File: src/rtl/mc_pkg.sv
// Shared encodings for the multi-cycle CPU main control unit.
// These cover the FSM states, opcodes, datapath mux codes and the control bundle.
package mc_pkg;

   localparam int STATE_BITS = 4;
   localparam int OPC_BITS   = 6;

   typedef enum logic [STATE_BITS-1:0] {
      S_IF    = 4'd0,
      S_ID    = 4'd1,
      S_MADDR = 4'd2,
      S_MRD   = 4'd3,
      S_MWB   = 4'd4,
      S_MWR   = 4'd5,
      S_REX   = 4'd6,
      S_RWB   = 4'd7,
      S_BEQ   = 4'd8,
      S_JMP   = 4'd9,
      S_IEX   = 4'd10,
      S_IWB   = 4'd11
   } state_e;

   typedef logic [OPC_BITS-1:0] opc_t;

   localparam opc_t OP_RTYPE = 6'b000000;
   localparam opc_t OP_J     = 6'b000010;
   localparam opc_t OP_BEQ   = 6'b000100;
   localparam opc_t OP_ADDI  = 6'b001000;
   localparam opc_t OP_SLTI  = 6'b001010;
   localparam opc_t OP_ANDI  = 6'b001100;
   localparam opc_t OP_ORI   = 6'b001101;
   localparam opc_t OP_LW    = 6'b100011;
   localparam opc_t OP_SW    = 6'b101011;

   typedef enum logic [1:0] {
      ALU_ADD   = 2'b00,
      ALU_SUB   = 2'b01,
      ALU_FUNCT = 2'b10,
      ALU_IMM   = 2'b11
   } alu_op_e;

   typedef enum logic [1:0] {
      SRCB_B       = 2'b00,
      SRCB_FOUR    = 2'b01,
      SRCB_IMM     = 2'b10,
      SRCB_IMM_SH2 = 2'b11
   } alu_src_b_e;

   typedef enum logic [1:0] {
      PCSRC_ALU    = 2'b00,
      PCSRC_ALUOUT = 2'b01,
      PCSRC_JUMP   = 2'b10,
      PCSRC_RSVD   = 2'b11
   } pc_source_e;

   typedef struct packed {
      logic       pc_write;
      logic       pc_write_cond;
      logic       iord;
      logic       mem_read;
      logic       mem_write;
      logic       ir_write;
      logic       mem_to_reg;
      logic       reg_dst;
      logic       reg_write;
      logic       alu_src_a;
      alu_src_b_e alu_src_b;
      alu_op_e    alu_op;
      pc_source_e pc_source;
   } ctrl_t;

   // Immediate ALU opcodes that are routed to IEX when that feature is built in.
   function automatic logic is_imm_op(opc_t op);
      return (op == OP_ADDI) || (op == OP_ANDI) || (op == OP_ORI) || (op == OP_SLTI);
   endfunction

endpackage

File: src/rtl/mc_ctrl_fsm_if.sv
// Control-unit boundary: IR opcode and status in, datapath control pins out.
// master = control FSM, slave = datapath.
interface mc_ctrl_fsm_if #(
   parameter int OPC_W   = 6,
   parameter int STATE_W = 4
);
   logic [OPC_W-1:0]   opcode;
   logic               zero;
   logic               mem_ready;
   logic               pc_write;
   logic               pc_write_cond;
   logic               pc_en;
   logic               iord;
   logic               mem_read;
   logic               mem_write;
   logic               ir_write;
   logic               mem_to_reg;
   logic               reg_dst;
   logic               reg_write;
   logic               alu_src_a;
   logic [1:0]         alu_src_b;
   logic [1:0]         alu_op;
   logic [1:0]         pc_source;
   logic               illegal_op;
   logic [STATE_W-1:0] state_o;

   modport master (
      input  opcode, zero, mem_ready,
      output pc_write, pc_write_cond, pc_en, iord, mem_read, mem_write, ir_write,
             mem_to_reg, reg_dst, reg_write, alu_src_a, alu_src_b, alu_op,
             pc_source, illegal_op, state_o
   );

   modport slave (
      output opcode, zero, mem_ready,
      input  pc_write, pc_write_cond, pc_en, iord, mem_read, mem_write, ir_write,
             mem_to_reg, reg_dst, reg_write, alu_src_a, alu_src_b, alu_op,
             pc_source, illegal_op, state_o
   );
endinterface

File: src/rtl/mc_ctrl_decode.sv
// Moore output decoder: maps the current state to the datapath control bundle.
// The IEX/IWB decodes exist only when MC_IMM_ALU_EN is defined.
module mc_ctrl_decode
   import mc_pkg::*;
(
   input  state_e state,
   input  logic   mem_ready,
   output ctrl_t  ctrl
);

   always_comb begin
      // NOTE: defaulting the whole bundle first keeps every path assigned, so no latch is inferred.
      ctrl = '0;
      case (state)
         S_IF: begin
            ctrl.mem_read  = 1'b1;
            ctrl.alu_src_b = SRCB_FOUR;
            ctrl.ir_write  = mem_ready;
            ctrl.pc_write  = mem_ready;
         end
         S_ID: begin
            ctrl.alu_src_b = SRCB_IMM_SH2;
         end
         S_MADDR: begin
            ctrl.alu_src_a = 1'b1;
            ctrl.alu_src_b = SRCB_IMM;
         end
         S_MRD: begin
            ctrl.mem_read = 1'b1;
            ctrl.iord     = 1'b1;
         end
         S_MWB: begin
            ctrl.reg_write  = 1'b1;
            ctrl.mem_to_reg = 1'b1;
         end
         S_MWR: begin
            ctrl.mem_write = 1'b1;
            ctrl.iord      = 1'b1;
         end
         S_REX: begin
            ctrl.alu_src_a = 1'b1;
            ctrl.alu_op    = ALU_FUNCT;
         end
         S_RWB: begin
            ctrl.reg_write = 1'b1;
            ctrl.reg_dst   = 1'b1;
         end
         S_BEQ: begin
            ctrl.alu_src_a     = 1'b1;
            ctrl.alu_op        = ALU_SUB;
            ctrl.pc_write_cond = 1'b1;
            ctrl.pc_source     = PCSRC_ALUOUT;
         end
         S_JMP: begin
            ctrl.pc_write  = 1'b1;
            ctrl.pc_source = PCSRC_JUMP;
         end
`ifdef MC_IMM_ALU_EN
         S_IEX: begin
            ctrl.alu_src_a = 1'b1;
            ctrl.alu_src_b = SRCB_IMM;
            ctrl.alu_op    = ALU_IMM;
         end
         S_IWB: begin
            ctrl.reg_write = 1'b1;
         end
`endif
         default: ;
      endcase
   end

endmodule

File: src/rtl/mc_ctrl_fsm.sv
// Multi-cycle CPU main control FSM: state register, next-state logic, illegal_op pulse.
// Define MC_IMM_ALU_EN to decode addi/andi/ori/slti through IEX/IWB.
module mc_ctrl_fsm
   import mc_pkg::*;
#(
   parameter int STATE_W = 4,
   parameter int OPC_W   = 6
) (
   input logic          clk,
   input logic          rst,
   mc_ctrl_fsm_if.master bus
);

   state_e           state_q;
   logic             illegal_op_q;
   logic [OPC_W-1:0] opc_raw;
   opc_t             opcode;
   ctrl_t            ctrl;

   assign opc_raw = bus.opcode;
   assign opcode  = opc_t'(opc_raw);

   // NOTE: synchronous reset inside the clocked block, and <= for every register so all updates see pre-edge values.
   always_ff @(posedge clk) begin
      if (rst) begin
         state_q      <= S_IF;
         illegal_op_q <= 1'b0;
      end else begin
         illegal_op_q <= 1'b0;
         case (state_q)
            S_IF:  if (bus.mem_ready) state_q <= S_ID;
            S_ID: begin
               if (opcode == OP_LW || opcode == OP_SW) state_q <= S_MADDR;
               else if (opcode == OP_RTYPE)            state_q <= S_REX;
               else if (opcode == OP_BEQ)              state_q <= S_BEQ;
               else if (opcode == OP_J)                state_q <= S_JMP;
`ifdef MC_IMM_ALU_EN
               else if (is_imm_op(opcode))             state_q <= S_IEX;
`endif
               else begin
                  state_q      <= S_IF;
                  illegal_op_q <= 1'b1;
               end
            end
            // IR is stable, so the opcode can be re-read to split lw from sw.
            S_MADDR: state_q <= (opcode == OP_LW) ? S_MRD : S_MWR;
            S_MRD:   if (bus.mem_ready) state_q <= S_MWB;
            S_MWR:   if (bus.mem_ready) state_q <= S_IF;
            S_REX:   state_q <= S_RWB;
`ifdef MC_IMM_ALU_EN
            S_IEX:   state_q <= S_IWB;
`endif
            S_MWB, S_RWB, S_BEQ, S_JMP: state_q <= S_IF;
            default: state_q <= S_IF;
         endcase
      end
   end

   mc_ctrl_decode u_decode (
      .state     (state_q),
      .mem_ready (bus.mem_ready),
      .ctrl      (ctrl)
   );

   assign bus.pc_write      = ctrl.pc_write;
   assign bus.pc_write_cond = ctrl.pc_write_cond;
   assign bus.pc_en         = ctrl.pc_write | (ctrl.pc_write_cond & bus.zero);
   assign bus.iord          = ctrl.iord;
   assign bus.mem_read      = ctrl.mem_read;
   assign bus.mem_write     = ctrl.mem_write;
   assign bus.ir_write      = ctrl.ir_write;
   assign bus.mem_to_reg    = ctrl.mem_to_reg;
   assign bus.reg_dst       = ctrl.reg_dst;
   assign bus.reg_write     = ctrl.reg_write;
   assign bus.alu_src_a     = ctrl.alu_src_a;
   assign bus.alu_src_b     = ctrl.alu_src_b;
   assign bus.alu_op        = ctrl.alu_op;
   assign bus.pc_source     = ctrl.pc_source;
   assign bus.illegal_op    = illegal_op_q;
   assign bus.state_o       = STATE_W'(state_q);

endmodule

File: src/flat_wrapper.sv
// flat-port wrapper written by rule: the top's interface ports become plain ports
module mc_ctrl_fsm_flat import mc_pkg::*;
#(
   parameter int STATE_W = 4,
   parameter int OPC_W   = 6
)
  (clk, rst, bus_opcode, bus_zero, bus_mem_ready, bus_pc_write, bus_pc_write_cond, bus_pc_en, bus_iord, bus_mem_read, bus_mem_write, bus_ir_write, bus_mem_to_reg, bus_reg_dst, bus_reg_write, bus_alu_src_a, bus_alu_src_b, bus_alu_op, bus_pc_source, bus_illegal_op, bus_state_o);
  mc_ctrl_fsm_if #(.OPC_W(OPC_W), .STATE_W(STATE_W)) bus_i ();
  input logic clk;
  input logic rst;
  input wire logic [$bits(bus_i.opcode)-1:0] bus_opcode;
  input wire logic [$bits(bus_i.zero)-1:0] bus_zero;
  input wire logic [$bits(bus_i.mem_ready)-1:0] bus_mem_ready;
  output wire logic [$bits(bus_i.pc_write)-1:0] bus_pc_write;
  output wire logic [$bits(bus_i.pc_write_cond)-1:0] bus_pc_write_cond;
  output wire logic [$bits(bus_i.pc_en)-1:0] bus_pc_en;
  output wire logic [$bits(bus_i.iord)-1:0] bus_iord;
  output wire logic [$bits(bus_i.mem_read)-1:0] bus_mem_read;
  output wire logic [$bits(bus_i.mem_write)-1:0] bus_mem_write;
  output wire logic [$bits(bus_i.ir_write)-1:0] bus_ir_write;
  output wire logic [$bits(bus_i.mem_to_reg)-1:0] bus_mem_to_reg;
  output wire logic [$bits(bus_i.reg_dst)-1:0] bus_reg_dst;
  output wire logic [$bits(bus_i.reg_write)-1:0] bus_reg_write;
  output wire logic [$bits(bus_i.alu_src_a)-1:0] bus_alu_src_a;
  output wire logic [$bits(bus_i.alu_src_b)-1:0] bus_alu_src_b;
  output wire logic [$bits(bus_i.alu_op)-1:0] bus_alu_op;
  output wire logic [$bits(bus_i.pc_source)-1:0] bus_pc_source;
  output wire logic [$bits(bus_i.illegal_op)-1:0] bus_illegal_op;
  output wire logic [$bits(bus_i.state_o)-1:0] bus_state_o;
  assign bus_i.opcode = bus_opcode;
  assign bus_i.zero = bus_zero;
  assign bus_i.mem_ready = bus_mem_ready;
  assign bus_pc_write = bus_i.pc_write;
  assign bus_pc_write_cond = bus_i.pc_write_cond;
  assign bus_pc_en = bus_i.pc_en;
  assign bus_iord = bus_i.iord;
  assign bus_mem_read = bus_i.mem_read;
  assign bus_mem_write = bus_i.mem_write;
  assign bus_ir_write = bus_i.ir_write;
  assign bus_mem_to_reg = bus_i.mem_to_reg;
  assign bus_reg_dst = bus_i.reg_dst;
  assign bus_reg_write = bus_i.reg_write;
  assign bus_alu_src_a = bus_i.alu_src_a;
  assign bus_alu_src_b = bus_i.alu_src_b;
  assign bus_alu_op = bus_i.alu_op;
  assign bus_pc_source = bus_i.pc_source;
  assign bus_illegal_op = bus_i.illegal_op;
  assign bus_state_o = bus_i.state_o;
  mc_ctrl_fsm #(.STATE_W(STATE_W), .OPC_W(OPC_W)) u_core (.clk(clk), .rst(rst), .bus(bus_i));
endmodule
File: config.mk
export PLATFORM = sky130hd
export DESIGN_NAME = mc_ctrl_fsm_flat
export DESIGN_NICKNAME = d
export VERILOG_FILES = /design/src/rtl/mc_pkg.sv /design/src/rtl/mc_ctrl_fsm_if.sv /design/src/rtl/mc_ctrl_decode.sv /design/src/rtl/mc_ctrl_fsm.sv /design/src/flat_wrapper.sv
export SDC_FILE = /design/constraint.sdc
export NUM_CORES = 1
export LEC_CHECK = 0
export ABC_AREA = 1
export ABC_CLOCK_PERIOD_IN_PS = 2670
export BUFFER_PORTS_ARGS = -buffer_cell sky130_fd_sc_hd__buf_2
export CAP_MARGIN = 20
export CORE_MARGIN = 1.5
export CORE_UTILIZATION = 35
export CTS_BUF_LIST = sky130_fd_sc_hd__clkbuf_16
export CTS_CLUSTER_DIAMETER = 100
export DETAILED_ROUTE_END_ITERATION = 8
export GPL_TIMING_DRIVEN = 1
export PLACE_DENSITY_LB_ADDON = 0.15
export SYNTH_ARGS = -nofsm -noshare
export SYNTH_HDL_FRONTEND = slang
export SYNTH_SLANG_ARGS = --single-unit
File: constraint.sdc
create_clock -name clk -period 2.67 [get_ports clk]
set_input_delay 0.534 -clock clk [delete_from_list [all_inputs] [get_ports clk]]
set_output_delay 0.534 -clock clk [all_outputs]
set_load 0.02 [all_outputs]
==> After elaboration in Yosys (flattened, before gate mapping) <==
Cells that the tools add are included.
{ "totals": {"regBits": 5, "latchBits": 0, "mem_bits_rw": 0, "mem_bits_ro": 0, "inputBits": 10, "out_inout_bits": 22, "word_cells": 53, "n_memories": 0} }
{ "op_classes": {"addsub": 0, "n_mul": 0, "n_div": 0, "magnitude_cmp": 0, "eq_ne": 16, "shifts": 0, "n_mux": 23, "n_bitwise": 3, "n_reduce_logical": 9} }
{ "ops": {"columns": ["operator", "count"], "rows": [
  ["two-way mux 4 bit", 7],
  ["one-hot mux 4 bit (6 select lines)", 1],
  ["== test 4 x 3 -> 1 bit (second input constant)", 4],
  ["== test 6 bit (second input constant)", 2],
  ["two-way mux 1 bit", 10],
  ["== test 4 x 2 -> 1 bit (second input constant)", 2],
  ["== test 4 bit (second input constant)", 2],
  ["one-hot mux 2 bit (2 select lines)", 2],
  ["== test 6 x 2 -> 1 bit (second input constant)", 1],
  ["== test 6 x 3 -> 1 bit (second input constant)", 1],
  ["zero test 6 bit", 1],
  ["!= test 2 bit (second input constant)", 3],
  ["one-hot mux 2 bit (3 select lines)", 1],
  ["OR reduction 2 bit", 3],
  ["OR reduction 5 bit", 1],
  ["== test 4 x 1 -> 1 bit (second input constant)", 1],
  ["zero test 4 bit", 1],
  ["two-way mux 3 bit", 1],
  ["AND reduction 3 bit", 1],
  ["OR reduction 3 bit", 1],
  ["one-hot mux 1 bit (2 select lines)", 1],
  ["bitwise AND 1 bit", 1],
  ["logical OR 1 bit", 1],
  ["inverter 1 bit", 1],
  ["OR 1 bit", 1]
]} }

==> Depth between registers and ports, before layout <==
{ "logic_depth": {"depth_word": 6, "ltp_mapped": 8, "depth_no_buf": 8} }

==> By module <==
A second synthesis with hierarchy kept.
{ "unflattened": {"hier_cells": 114, "hier_area_um2": 591.8} }
{ "by_module_without_submodules": {"columns": ["module", "n_inst", "cells_each", "area_per_inst_um2", "seq_area_each_um2"], "rows": [
  ["mc_ctrl_fsm", 1, 77, 429.2, 100.1],
  ["mc_ctrl_decode", 1, 37, 162.7, 0.0]
]} }

==> Least setup slack after synthesis <==
Ideal clock, no wire load.
{ "synth_path": {"path_type": "reg-to-output", "startpoint": "register u_core.state_q[2] (netlist: u_core.bus.state_o[2])", "endpoint": "output bus_pc_en", "t_arrival_ns": 1.399, "required_time_ns": 2.136, "path_slack_ns": 0.737, "stages_incl_launch_ff": 7, "n_path_buf": 0, "cell_sequence": "dfxtp_1 inv_1 nand2_4 inv_1 nand2_2 o22ai_1 a21o_1"} }
{ "synth_via": {"word_cells_on_any_way": 7, "classes_between": "eq/ne (2); mux (2); bitwise (2); reduce/logical (1)"} }
{ "synth_rtl": {"columns": ["item", "line", "source"], "rows": [
  ["start, declared", "mc_ctrl_fsm.sv:14", "state_e state_q;"],
  ["start signal, assigned", "mc_ctrl_fsm.sv:46", "S_MADDR: state_q <= (opcode == OP_LW) ? S_MRD : S_MWR;"],
  ["== test 4 bit or zero test 4 bit (tied branches)", "mc_ctrl_decode.sv:14", "case (state)"],
  ["one-hot mux 1 bit (2 select lines) (*)", "mc_ctrl_decode.sv:14", null],
  ["net bus_pc_write", "flat_wrapper.sv:14", "output wire logic [$bits(bus_i.pc_write)-1:0] bus_pc_write;"],
  ["OR 1 bit (*)", "mc_ctrl_fsm.sv:67", "assign bus.pc_en = ctrl.pc_write | (ctrl.pc_write_cond & bus.zero);"],
  ["end, declared", "flat_wrapper.sv:16", "output wire logic [$bits(bus_i.pc_en)-1:0] bus_pc_en;"]
]} }
Mark *: on every way through the listed nets, which the timed path passes. The rest lies on a longest branch.

==> Final worst setup path <==
{ "layout_path": {"startpoint": "register u_core.state_q[2] (netlist: u_core.bus.state_o[2])", "endpoint": "output bus_pc_en"} }
{ "layout_via": {"elab_chain_cells": 4, "word_cells_on_any_way": 7, "classes_between": "eq/ne (2); mux (2); bitwise (2); reduce/logical (1)"} }
{ "layout_rtl": {"columns": ["item", "line"], "rows": [
  ["== test 4 bit", "mc_ctrl_decode.sv:14"],
  ["two-way mux 1 bit", "mc_ctrl_decode.sv:14"],
  ["bitwise AND 1 bit", "mc_ctrl_fsm.sv:67"],
  ["OR 1 bit (*)", "mc_ctrl_fsm.sv:67"]
]} }
Every way passes the cells marked *; elsewhere a longest branch is shown, timed or not.

==> results.md <==
* Status: completed
* Post-Synthesis Cells at 88
* DRC errors left at 0
* Inserted Diodes at 0
* Commonest cells after routing, fill and taps aside: 31 x buf_2, 21 x nand2_1, 17 x nor2_1
* GP Congestion at 0.7910
* Global Route Usage Sum at 0.1908
* Syn Area/Cell at 5.687 um2
* Req. time, crit path at 2.14 ns
* WHS at 0.5134 ns
* CTS Hold Bufs at 0
* Setup TNS at 0 ns
* Setup Crit Path Kind: reg2out
* Endpoint type of the worst setup path: output pin
* Cts repair resizes at 0
* Total power at 407.7 uW
* Crit Path Max Fanout at 6
* Total of max-cap violations at 0
* Largest net degree at the start of global routing at 9
* Xor/xnor share of the synthesized area at 0
* CTS tree: done
* Placed insts at 133
* IO Port Bufs at 31
* Worst-skew pair later-pin latency at 0.23 ns
* GR peak layer: met2
* Reg clk slew, reported paths at 0.03 ns
* Std cell rows at 13
* Final Max Tran Viols at 0
* Warnings, synthesis at 0
* Fmax achieved at 506.4 MHz
* CTS sink count at 5
* Post-synthesis adder-cell area fraction at 0
* Post-Route WL at 1373 um
* Setup-failing EPs final at 0
* Worst IR Drop VDD at 0.0003410 V
* Main synth FF type: dfxtp_1
* R2r worst-path depth at 7
* DR WL/cell at 10.02 um
* Period minus WS final at 1.975 ns
* Slew Limit Headroom at 0.8019
* Routed vias/inst at 4.818
* Initial DRC Count at 21
* Die width at 40.82 um
* Hpwl dp at 1085 um
* Number of global-route vias before repair at 528
* H-tree Lvls at 1
* Post-CTS setup buffers at 0
* IO Pins at 32
* Startpoint types: flip-flop
* Final Skew at 0.001648 ns
* Finished Layout Cells at 137
* Synthesized area at 500.5 um2
* Initial antenna violation count at 0
* Hold Crit Depth at 2
* Post-synthesis mux area share at 0
* Via count at 660
* Crit path DAT at 1.44 ns
* Number of synthesized flops with an enable pin at 0
* Global route overflow at 0
* # fillers at 137
* Met2 GRT Util at 0.3516
* Global Route met1 Usage at 0.2215
* First-pass GRT wire length at 2118 um
* Leading cell type in the layout, fill and taps excluded: buf_2
* Root buffer cell: clkbuf_16
* Hold Fails Final Rpt at 0
* Die Ht at 40.82 um
* PwrDens at 546.7 nW/um2
* DR pass1 iterations at 4
* Area grow syn2layout at 49.00%
* Worst hold path type: in2reg
* Compound-Gate Fraction of Synth Area at 0.1100
* Synth Register Bits at 5
* ANT nets after route at 0
* Leakage at 0.0004495 uW
* Fin nets at 133
* Core ar. at 1318 um2
* Main combinational cell family by area after synthesis: simple AND/OR/NAND/NOR gates
* Synth unique cells at 23
* Worst Tran Pin Value at 0.2956 ns
* DIE AREA at 1666 um2
* Final core occ at 0.5660
* Layout cells sized above 1 at 0.3689
* Simple-gate share of the synthesized area at 0.5550
* CTS Buffer Depth at 2
* Async S/R FF share, synth at 0
* Crit share post-route at 0.7396
* CTS Buf Count at 3
* Sequential cell area fraction in the yosys report at 0.2000
* Starting Density at 0.3799
* Syn nets at 98
* GR Layer Usage met3 at 0.03261
* Unrepaired setup endpoints after global routing: no
==> synth_stat cells (2+ instances only) <==
| cell | n | area share |
|---|---|---|
| dfxtp_1 | 5 | 0.20 |
| nand4_1 | 4 | 0.050 |
| inv_1 | 14 | 0.10 |
| inv_2 | 2 | 0.015 |
| o21ai_0 | 2 | 0.020 |
| nor2_1 | 17 | 0.13 |
| a21oi_1 | 2 | 0.020 |
| nand2_1 | 21 | 0.16 |
| nand3_1 | 6 | 0.060 |
| nand2_2 | 2 | 0.025 |
==> stage by stage <==
stage | area, um2 | setup slack [ns]
detailed placement | 666.9 | 0.9468
CTS | 745.7 | 0.6958
global route | 745.7 | 0.5615
floorplan | 500.5 | 0.7367
finish | 745.7 | 0.6953
global placement | 666.9 | 0.9738
==> report_power, final <==
| part | internal [uW] | switching (uW) | leakage [uW] |
|---|---|---|---|
| Combinational | 28.9 | 52.4 | 0.000367 |
| Sequential | 78.5 | 4.82 | 0.0000407 |
| Clock | 194 | 49.1 | 0.0000423 |
| Total | 301 | 106 | 0.000450 |
==> critical path: stages (launching register included) <==
cell and delay [ns]:
dfxtp_1 0.32, inv_1 0.21, nand2_4 0.11, inv_1 0.08, nand2_2 0.08, o22ai_1 0.16, a21o_1 0.10, buf_2 0.15
==> logic make-up (layout without fill, tap and decap cells) <==
kind of cell	Yosys count	count (layout)
simple gates	58	58
buf+inv	17	51
compound gates	8	8
flops	5	5
==> flip-flops by register name, summed over array words and instances, names as in the netlist <==
signal	count
u_core.bus.state_o	4
u_core.bus.illegal_op	1
==> cell type report <==
class,count,area [um2],area share
Multi-Input combinational cell,66,332.8,0.4463
Timing Repair Buffer,31,155.1,0.2081
Sequential cell,5,100.1,0.1342
Clock buffer,3,75.07,0.1007
Inverter,16,60.06,0.08054
Tap cell,15,18.77,0.02517
Clock inverter,1,3.754,0.005034
==> final timing paths <==
check | end | slack, ns | from
worst min-delay path | u_core.bus.state_o[0] | 0.51 | rst
worst max-delay path | bus_pc_en | 0.70 | u_core.bus.state_o[2]
worst min register to register | u_core.bus.state_o[0] | 0.63 | u_core.bus.state_o[0]
worst max register to register | u_core.bus.state_o[2] | 1.36 | u_core.bus.state_o[0]
==> routing by layer <==
metal / vias to the layer above / wire (um) / part of all wire
li1: 346 / - / -
met1: 287 / 607 / 0.44
met2: 23 / 667 / 0.49
met3: 4 / 77 / 0.056
met4: 0 / 21 / 0.015
met5: - / 0 / 0
(Power assumes the default switching activity.)
